## src/rtl/stack_pkg.sv

```systemverilog
// Shared encodings for the stack sequencer: opcodes, FSM states and SP constants.
package stack_pkg;

  typedef enum logic [1:0] {
    OP_PUSH = 2'd0,
    OP_POP  = 2'd1,
    OP_CALL = 2'd2,
    OP_RET  = 2'd3
  } op_e;

  typedef enum logic [2:0] {
    StIdle    = 3'd0,
    StPushMem = 3'd1,
    StPushSp  = 3'd2,
    StPopSp   = 3'd3,
    StPopWb   = 3'd4,
    StDone    = 3'd5
  } state_e;

  localparam int unsigned SP_IDX   = 3;
  localparam logic [7:0]  SP_RESET = 8'hFF;

endpackage

```

## src/rtl/stack_ctrl.sv

```systemverilog
// Stack operation sequencer (PUSH/POP/CALL/RET) driving the register file and data memory.
// Every op takes four cycles from accept; strobes are pure decodes of the registered state.
module stack_ctrl #(
  parameter int unsigned DATA_W = 8,
  parameter int unsigned REG_AW = 2,
  parameter int unsigned SP_IDX = stack_pkg::SP_IDX
) (
  input  logic              clk,
  input  logic              rst,
  input  logic              start,
  input  logic [1:0]        op,
  input  logic [REG_AW-1:0] src_reg,
  input  logic [REG_AW-1:0] dst_reg,
  input  logic [DATA_W-1:0] pc_ret,
  input  logic [DATA_W-1:0] pc_target,
  output logic [REG_AW-1:0] rf_ra,
  output logic [REG_AW-1:0] rf_rb,
  input  logic [DATA_W-1:0] rf_ra_data,
  input  logic [DATA_W-1:0] rf_rb_data,
  output logic              rf_we,
  output logic [REG_AW-1:0] rf_rd,
  output logic [DATA_W-1:0] rf_wdata,
  output logic [DATA_W-1:0] mem_addr,
  output logic [DATA_W-1:0] mem_wdata,
  output logic              mem_we,
  output logic              mem_re,
  input  logic [DATA_W-1:0] mem_rdata,
  output logic              busy,
  output logic              done,
  output logic [DATA_W-1:0] pc_out,
  output logic              pc_load,
  output logic              stk_wrap
);
  import stack_pkg::*;

  state_e            state_q, state_d;
  op_e               op_q;
  op_e               op_in;
  logic [REG_AW-1:0] dst_q;
  logic [DATA_W-1:0] sp_q, data_q, tgt_q;
  logic [DATA_W-1:0] sp_inc, sp_dec;
  logic              stk_wrap_q;
  logic              accept;

  assign op_in  = op_e'(op);
  assign sp_inc = sp_q + DATA_W'(1);
  assign sp_dec = sp_q - DATA_W'(1);
  assign accept = (state_q == StIdle) && start;

  always_comb begin
    state_d   = state_q;
    rf_ra     = REG_AW'(SP_IDX);
    rf_rb     = rst ? src_reg : '0;
    rf_we     = 1'b0;
    rf_rd     = '0;
    rf_wdata  = '0;
    mem_addr  = '0;
    mem_wdata = '0;
    mem_we    = 1'b0;
    mem_re    = 1'b0;
    busy      = (state_q != StIdle);
    done      = 1'b0;
    pc_out    = '0;
    pc_load   = 1'b0;
    stk_wrap  = 1'b0;
    case (state_q)
      StIdle: begin
        if (start) begin
          state_d = ((op_in == OP_PUSH) || (op_in == OP_CALL)) ? StPushMem : StPopSp;
        end
      end
      StPushMem: begin
        mem_we    = 1'b1;
        mem_addr  = sp_q;
        mem_wdata = data_q;
        state_d   = StPushSp;
      end
      StPushSp: begin
        rf_we    = 1'b1;
        rf_rd    = REG_AW'(SP_IDX);
        rf_wdata = sp_dec;
        state_d  = StDone;
      end
      StPopSp: begin
        rf_we    = 1'b1;
        rf_rd    = REG_AW'(SP_IDX);
        rf_wdata = sp_inc;
        mem_re   = 1'b1;
        mem_addr = sp_inc;
        state_d  = StPopWb;
      end
      StPopWb: begin
        // RET keeps the popped word internally as the return PC.
        if (op_q == OP_POP) begin
          rf_we    = 1'b1;
          rf_rd    = dst_q;
          rf_wdata = mem_rdata;
        end
        state_d = StDone;
      end
      StDone: begin
        done     = 1'b1;
        stk_wrap = stk_wrap_q;
        if (op_q == OP_CALL) begin
          pc_load = 1'b1;
          pc_out  = tgt_q;
        end else if (op_q == OP_RET) begin
          pc_load = 1'b1;
          pc_out  = data_q;
        end
        state_d = StIdle;
      end
      default: state_d = StIdle;
    endcase
  end

  always_ff @(posedge clk or negedge rst) begin
    if (!rst) begin
      state_q <= StIdle;
    end else begin
      state_q <= state_d;
    end
  end

  always_ff @(posedge clk or negedge rst) begin
    if (!rst) begin
      op_q       <= OP_PUSH;
      dst_q      <= '0;
      sp_q       <= '0;
      data_q     <= '0;
      tgt_q      <= '0;
      stk_wrap_q <= 1'b0;
    end else begin
      if (accept) begin
        op_q   <= op_in;
        dst_q  <= dst_reg;
        sp_q   <= rf_ra_data;
        tgt_q  <= pc_target;
        data_q <= (op_in == OP_CALL) ? pc_ret : rf_rb_data;
      end
      if (state_q == StPushSp) stk_wrap_q <= (sp_q == '0);
      if (state_q == StPopSp)  stk_wrap_q <= (sp_q == '1);
      if ((state_q == StPopWb) && (op_q == OP_RET)) data_q <= mem_rdata;
    end
  end

endmodule

```

## config.mk

```make
export PLATFORM = sky130hd
export DESIGN_NAME = stack_ctrl
export DESIGN_NICKNAME = d
export VERILOG_FILES = /design/src/rtl/stack_pkg.sv /design/src/rtl/stack_ctrl.sv
export SDC_FILE = /design/constraint.sdc
export NUM_CORES = 1
export LEC_CHECK = 0
export CAP_MARGIN = 40
export CELL_PAD_IN_SITES_DETAIL_PLACEMENT = 0
export CELL_PAD_IN_SITES_GLOBAL_PLACEMENT = 1
export CORE_MARGIN = 1.5
export CORE_UTILIZATION = 30
export DETAILED_ROUTE_END_ITERATION = 16
export PLACE_DENSITY = 0.87
export SYNTH_ARGS = -nofsm -noshare
export SYNTH_HDL_FRONTEND = slang
export SYNTH_SLANG_ARGS = --single-unit
```

## constraint.sdc

```tcl
create_clock -name clk -period 2.6 [get_ports clk]
set_clock_uncertainty 0.1 [all_clocks]
set_input_delay 0.65 -clock clk [delete_from_list [all_inputs] [get_ports clk]]
set_output_delay 0.65 -clock clk [all_outputs]
set_load 0.01 [all_outputs]
```

# Word-level counts from Yosys, hierarchy flattened
# Cells that the tools add are included.
# W data, S select, Z words.
[word_totals] regBits=32 inputBits=49 elab_cells=58
[classes] add_sub_neg=2 n_eq_ne=11 n_mux=27 n_reduce_logical=11
[ops] operator="$mux W8" n=8
[ops] operator="$pmux W8 S3" n=1
[ops] operator="$pmux W8 S2" n=1
[ops] operator="$pmux W3 S4" n=1
[ops] operator="$mux W1" n=10
[ops] operator="$add A8 B1 Y8 const B" n=1
[ops] operator="$eq A8 B8 Y1 const B" n=1
[ops] operator="$logic_not A8 Y1" n=1
[ops] operator="$sub A8 B1 Y8 const B" n=1
[ops] operator="$eq A2 B2 Y1 const B" n=3
[ops] operator="$eq A3 B2 Y1 const B" n=2
[ops] operator="$eq A3 B3 Y1 const B" n=2
[ops] operator="$mux W2" n=3
[ops] operator="$pmux W2 S2" n=1
[ops] operator="$reduce_bool A2 Y1" n=2
[ops] operator="$reduce_or A2 Y1" n=2
[ops] operator="$eq A3 B1 Y1 const B" n=1
[ops] operator="$logic_not A3 Y1" n=1
[ops] operator="$mux W3" n=1
[ops] operator="$reduce_bool A3 Y1" n=1
[ops] operator="$eq A2 B1 Y1 const B" n=1
[ops] operator="$logic_and A1 B1 Y1" n=2
[ops] operator="$logic_not A2 Y1" n=1
[ops] operator="$ne A2 B2 Y1 const B" n=1
[ops] operator="other kinds (2)" n=2

# Depth between registers and ports, before layout
[depth] depth_word=5 ltp_mapped=7

# Least setup slack after synthesis
# OpenSTA, ideal clock, no wires.
[synth_path] path_type="register to output" startpoint="reg sp_q[3]" endpoint="out rf_wdata[7]" arrival_ps=1724 path_slack_ps=126 stages_incl_launch_ff=6 n_path_buf=1 path_cell_list="dfrtp_1 > buf_6 > or4_4 > or4_1 > a32oi_1 > o211ai_1"
[synth_via] elab_chain_cells=2 word_cells_on_any_way=3
[synth_lines] element="from (decl)" line_no="stack_ctrl.sv:40" rtl="logic [DATA_W-1:0] sp_q, data_q, tgt_q;"
[synth_lines] element="from (signal assigned)" line_no="stack_ctrl.sv:137" rtl="sp_q <= rf_ra_data;"
[synth_lines] element="$add A8 B1 Y8 or $sub A8 B1 Y8 (tied branches)" line_no="stack_ctrl.sv:46, stack_ctrl.sv:47"
[synth_lines] element="$pmux W8 S3 *" line_no="stack_ctrl.sv:66" rtl="case (state_q)"
[synth_lines] element="to (decl)" line_no="stack_ctrl.sv:22" rtl="output logic [DATA_W-1:0] rf_wdata,"
# Every way passes the cells marked *; elsewhere a longest branch is shown, timed or not.

# Worst setup path after layout
[layout_path] startpoint="reg sp_q[4]" endpoint="out rf_wdata[7]"
# Same word-level chain as after synthesis.

==> impl_metrics.env <==
export IMPL_status="complete, but fails checks"
export IMPL_violations="setup timing"
export IMPL_cts_max_level=2
export IMPL_fin_ws_ns=-0.236
export IMPL_setup_viol_count_final=2
export IMPL_power_density_mw_per_mm2=1040
export IMPL_critical_path_class="flop to primary output"
export IMPL_clockBufferDepth=2
export IMPL_fp_dieH_um=86.7
export IMPL_netlist_cell_type_count=38
export IMPL_start_util_pct=30.9
export IMPL_fin_area_sq_mm=0.00354
export IMPL_finalHoldViolCount=0
export IMPL_avgViaCountPerCell=4.79
export IMPL_synth_seq_cells=32
export IMPL_routedWlPerCell_um=15.6
export IMPL_final_nets=402
export IMPL_power_leakage_nw=1.78
export IMPL_crit_buf_inv=1
export IMPL_die_area_sq_mm=0.00751
export IMPL_cts_inserted_buffers=5
export IMPL_cts_root_buf="clkbuf_8"
export IMPL_p_total_mw=3.67
export IMPL_grt_max_degree=33
export IMPL_placed_area_sq_mm=0.00332
export IMPL_clk_latency_ns=0.28
export IMPL_cts_tree="built"
export IMPL_grt_pass1_vias=2187
export IMPL_overflow=0
export IMPL_maxCapViolCount=0
export IMPL_cpMostUsedCell="or4_4"
export IMPL_slew_headroom_pct=53.7
export IMPL_hp_class="input port to async pin"
export IMPL_grt_util_all_layers_pct=18.7
export IMPL_core_sq_mm=0.00679
export IMPL_synth_edf_count=0
export IMPL_period_needed_ns=2.84
export IMPL_antenna_found_initial=0
export IMPL_drt_pass1_iterations=4
export IMPL_clock_fmax_mhz=353
export IMPL_row_count=30
export IMPL_drive_gt1_share_pct=28.8
export IMPL_vdd_drop_max_v=0.000637
export IMPL_io_pins=94
export IMPL_synthArstFlopShare_pct=100
export IMPL_synth_seq_area_share_pct=38.1
export IMPL_vias=2141
export IMPL_syn_cell_area_sq_mm=0.00210
export IMPL_wirelength_um=6960
export IMPL_syn_inst=228
export IMPL_cts_sinks=32
export IMPL_cp_slowest_cell="or4_4"
export IMPL_drc=0
export IMPL_tightest_slew_ns=0.694
export IMPL_hpwl_um=5160
export IMPL_slowest_delay_ns=0.55
export IMPL_detail_route_antenna_nets=0
export IMPL_dr_first_iter_drc_count=71
export IMPL_cp_cell_sequence="or4_4 > or4_4 > a32oi_1 > o211ai_1 > buf_2"
export IMPL_worstPathArrival_ns=2.09
export IMPL_clkSlewWorstSetupHoldPaths_ns=0.07
export IMPL_gp_congestion=0.862
export IMPL_syn_avg_cell_area_sq_um=9.21
export IMPL_slew_violations=0
export IMPL_crit_required_ns=1.85
export IMPL_port_buffers=91
export IMPL_worstPathMaxFanout=2
export IMPL_critPathCaptureType="primary output"
export IMPL_die_x_um=86.7
export IMPL_critPathLaunchType="flop"
export IMPL_cp_top_family="simple AND/OR/NAND/NOR gates"
export IMPL_antenna_cells=0
export IMPL_fin_crit_sh_pct=109
export IMPL_syn2layout_area_growth_pct=68.8
export IMPL_rsz0062_at_grt="true"
export IMPL_synth_main_ff_cell="dfrtp_1"
export IMPL_grt_first_pass_wirelength_um=10900
export IMPL_yosys_warnings=0
export IMPL_dp_worst_setup_slack_ns=-0.299
-- cells in the mapped netlist (3+ instances only) --
| library cell | number | area, sq um |
|---|---|---|
| a21oi_1 | 4 | 20.0 |
| a221o_1 | 8 | 80.1 |
| and2_1 | 12 | 75.1 |
| and3_1 | 3 | 18.8 |
| buf_2 | 3 | 15.0 |
| buf_4 | 3 | 22.5 |
| clkbuf_1 | 10 | 37.5 |
| dfrtp_1 | 32 | 801 |
| inv_1 | 8 | 30.0 |
| mux2_2 | 20 | 225 |
| mux2i_1 | 17 | 170 |
| nand2_1 | 21 | 78.8 |
| nand4_1 | 6 | 37.5 |
| nor2_1 | 29 | 109 |
| nor3_1 | 6 | 30.0 |
| o21ai_0 | 7 | 35.0 |
| xnor2_1 | 4 | 35.0 |
| xor2_1 | 10 | 87.6 |
-- sequential cells by signal (all words and copies together) (netlist names) --
signal,cells
data_q,8
sp_q,8
tgt_q,8
state_q,3
dst_q,2
op_q,2
stk_wrap_q,1
-- cells in the final DEF, fill, tap and decap left out, drive strengths merged, types with 7 or more instances in the layout --
master,synthesis,final
clkdlybuf4s50,0,58
buf,8,49
dfrtp,32,32
nor2,29,29
nand2,21,21
mux2,20,20
mux2i,17,17
dlymetal6s2s,0,13
and2,12,12
dlygate4sd2,0,11
xor2,10,10
clkbuf,10,9
inv,8,8
a221o,8,8
o21ai,7,7
-- per-layer routing --
layer	GRT usage, %	up-vias	routed length, um
li1	-	1029	-
met1	23.7	1027	2890
met2	30.9	69	3520
met3	4.10	16	330
met4	7.48	0	222
met5	0	-	0
-- repair_timing --
item,4_1_cts,5_1_grt
hold buffers,0,0
resized for setup,58,27
pin swaps,8,5
setup endpoints to repair,35,28
setup buffers,5,1
-- final timing paths --
check | startpoint | endpoint | slack (ns) | cells after the start
max | sp_q[4] | rf_wdata[7] | -0.24 | 5
min | rst | op_q[0] | 0.39 | 2
max reg2reg | state_q[1] | data_q[5] | 0.64 | 5
min reg2reg | tgt_q[7] | tgt_q[7] | 0.41 | 1
max in group asynchronous | rst | sp_q[1] | 1.68 | 2
min in group clk | tgt_q[7] | tgt_q[7] | 0.41 | 1
-- cells by family after synthesis --
group,count (synthesis),share of synthesized area (%)
other,1,0.179
AND/OR/NAND/NOR,91,21.3
AO/OA/AOI/OAI,25,8.76
multiplexers,37,18.8
flip-flops,32,38.1
XOR/XNOR,14,5.84
buffers and inverters,26,5.72
adder cells (fa/ha/maj),2,1.19
-- through the flow --
step | hold slack (ns) | setup TNS [ns] | std cells | utilization (%)
3_3_place_gp | 0.387 | -0.512 | 434 | 48.9
5_1_grt | 0.431 | -0.398 | 447 | 52.2
2_1_floorplan | 0.254 | 0 | 229 | -
6_report | 0.391 | -0.255 | 447 | 52.2
4_1_cts | 0.407 | -0.275 | 446 | 51.5
3_5_place_dp | 0.392 | -0.671 | 434 | 48.9
-- worst reg2reg max path: cells and delay by family, from the launching register on --
kind	cells	cell delay (ns)
AO/OA/AOI/OAI	2	0.86
buffers and inverters	1	0.13
flip-flops	1	0.41
AND/OR/NAND/NOR	2	0.38
-- final cells by class --
cell class                 instances  area (sq um)
fill                             659          3250
clock buffer                       7          96.3
tap                               96           120
inverter                           8          30.0
multi-input combinational        171          1280
sequential                        32           803
timing repair buffer             133          1220
-- where the power goes --
part | internal [mW] | switching (mW)
logic | 1.23 | 1.09
registers | 0.746 | 0.199
clock network | 0.236 | 0.178
No activity file was read; power rests on OpenSTA's default activity.
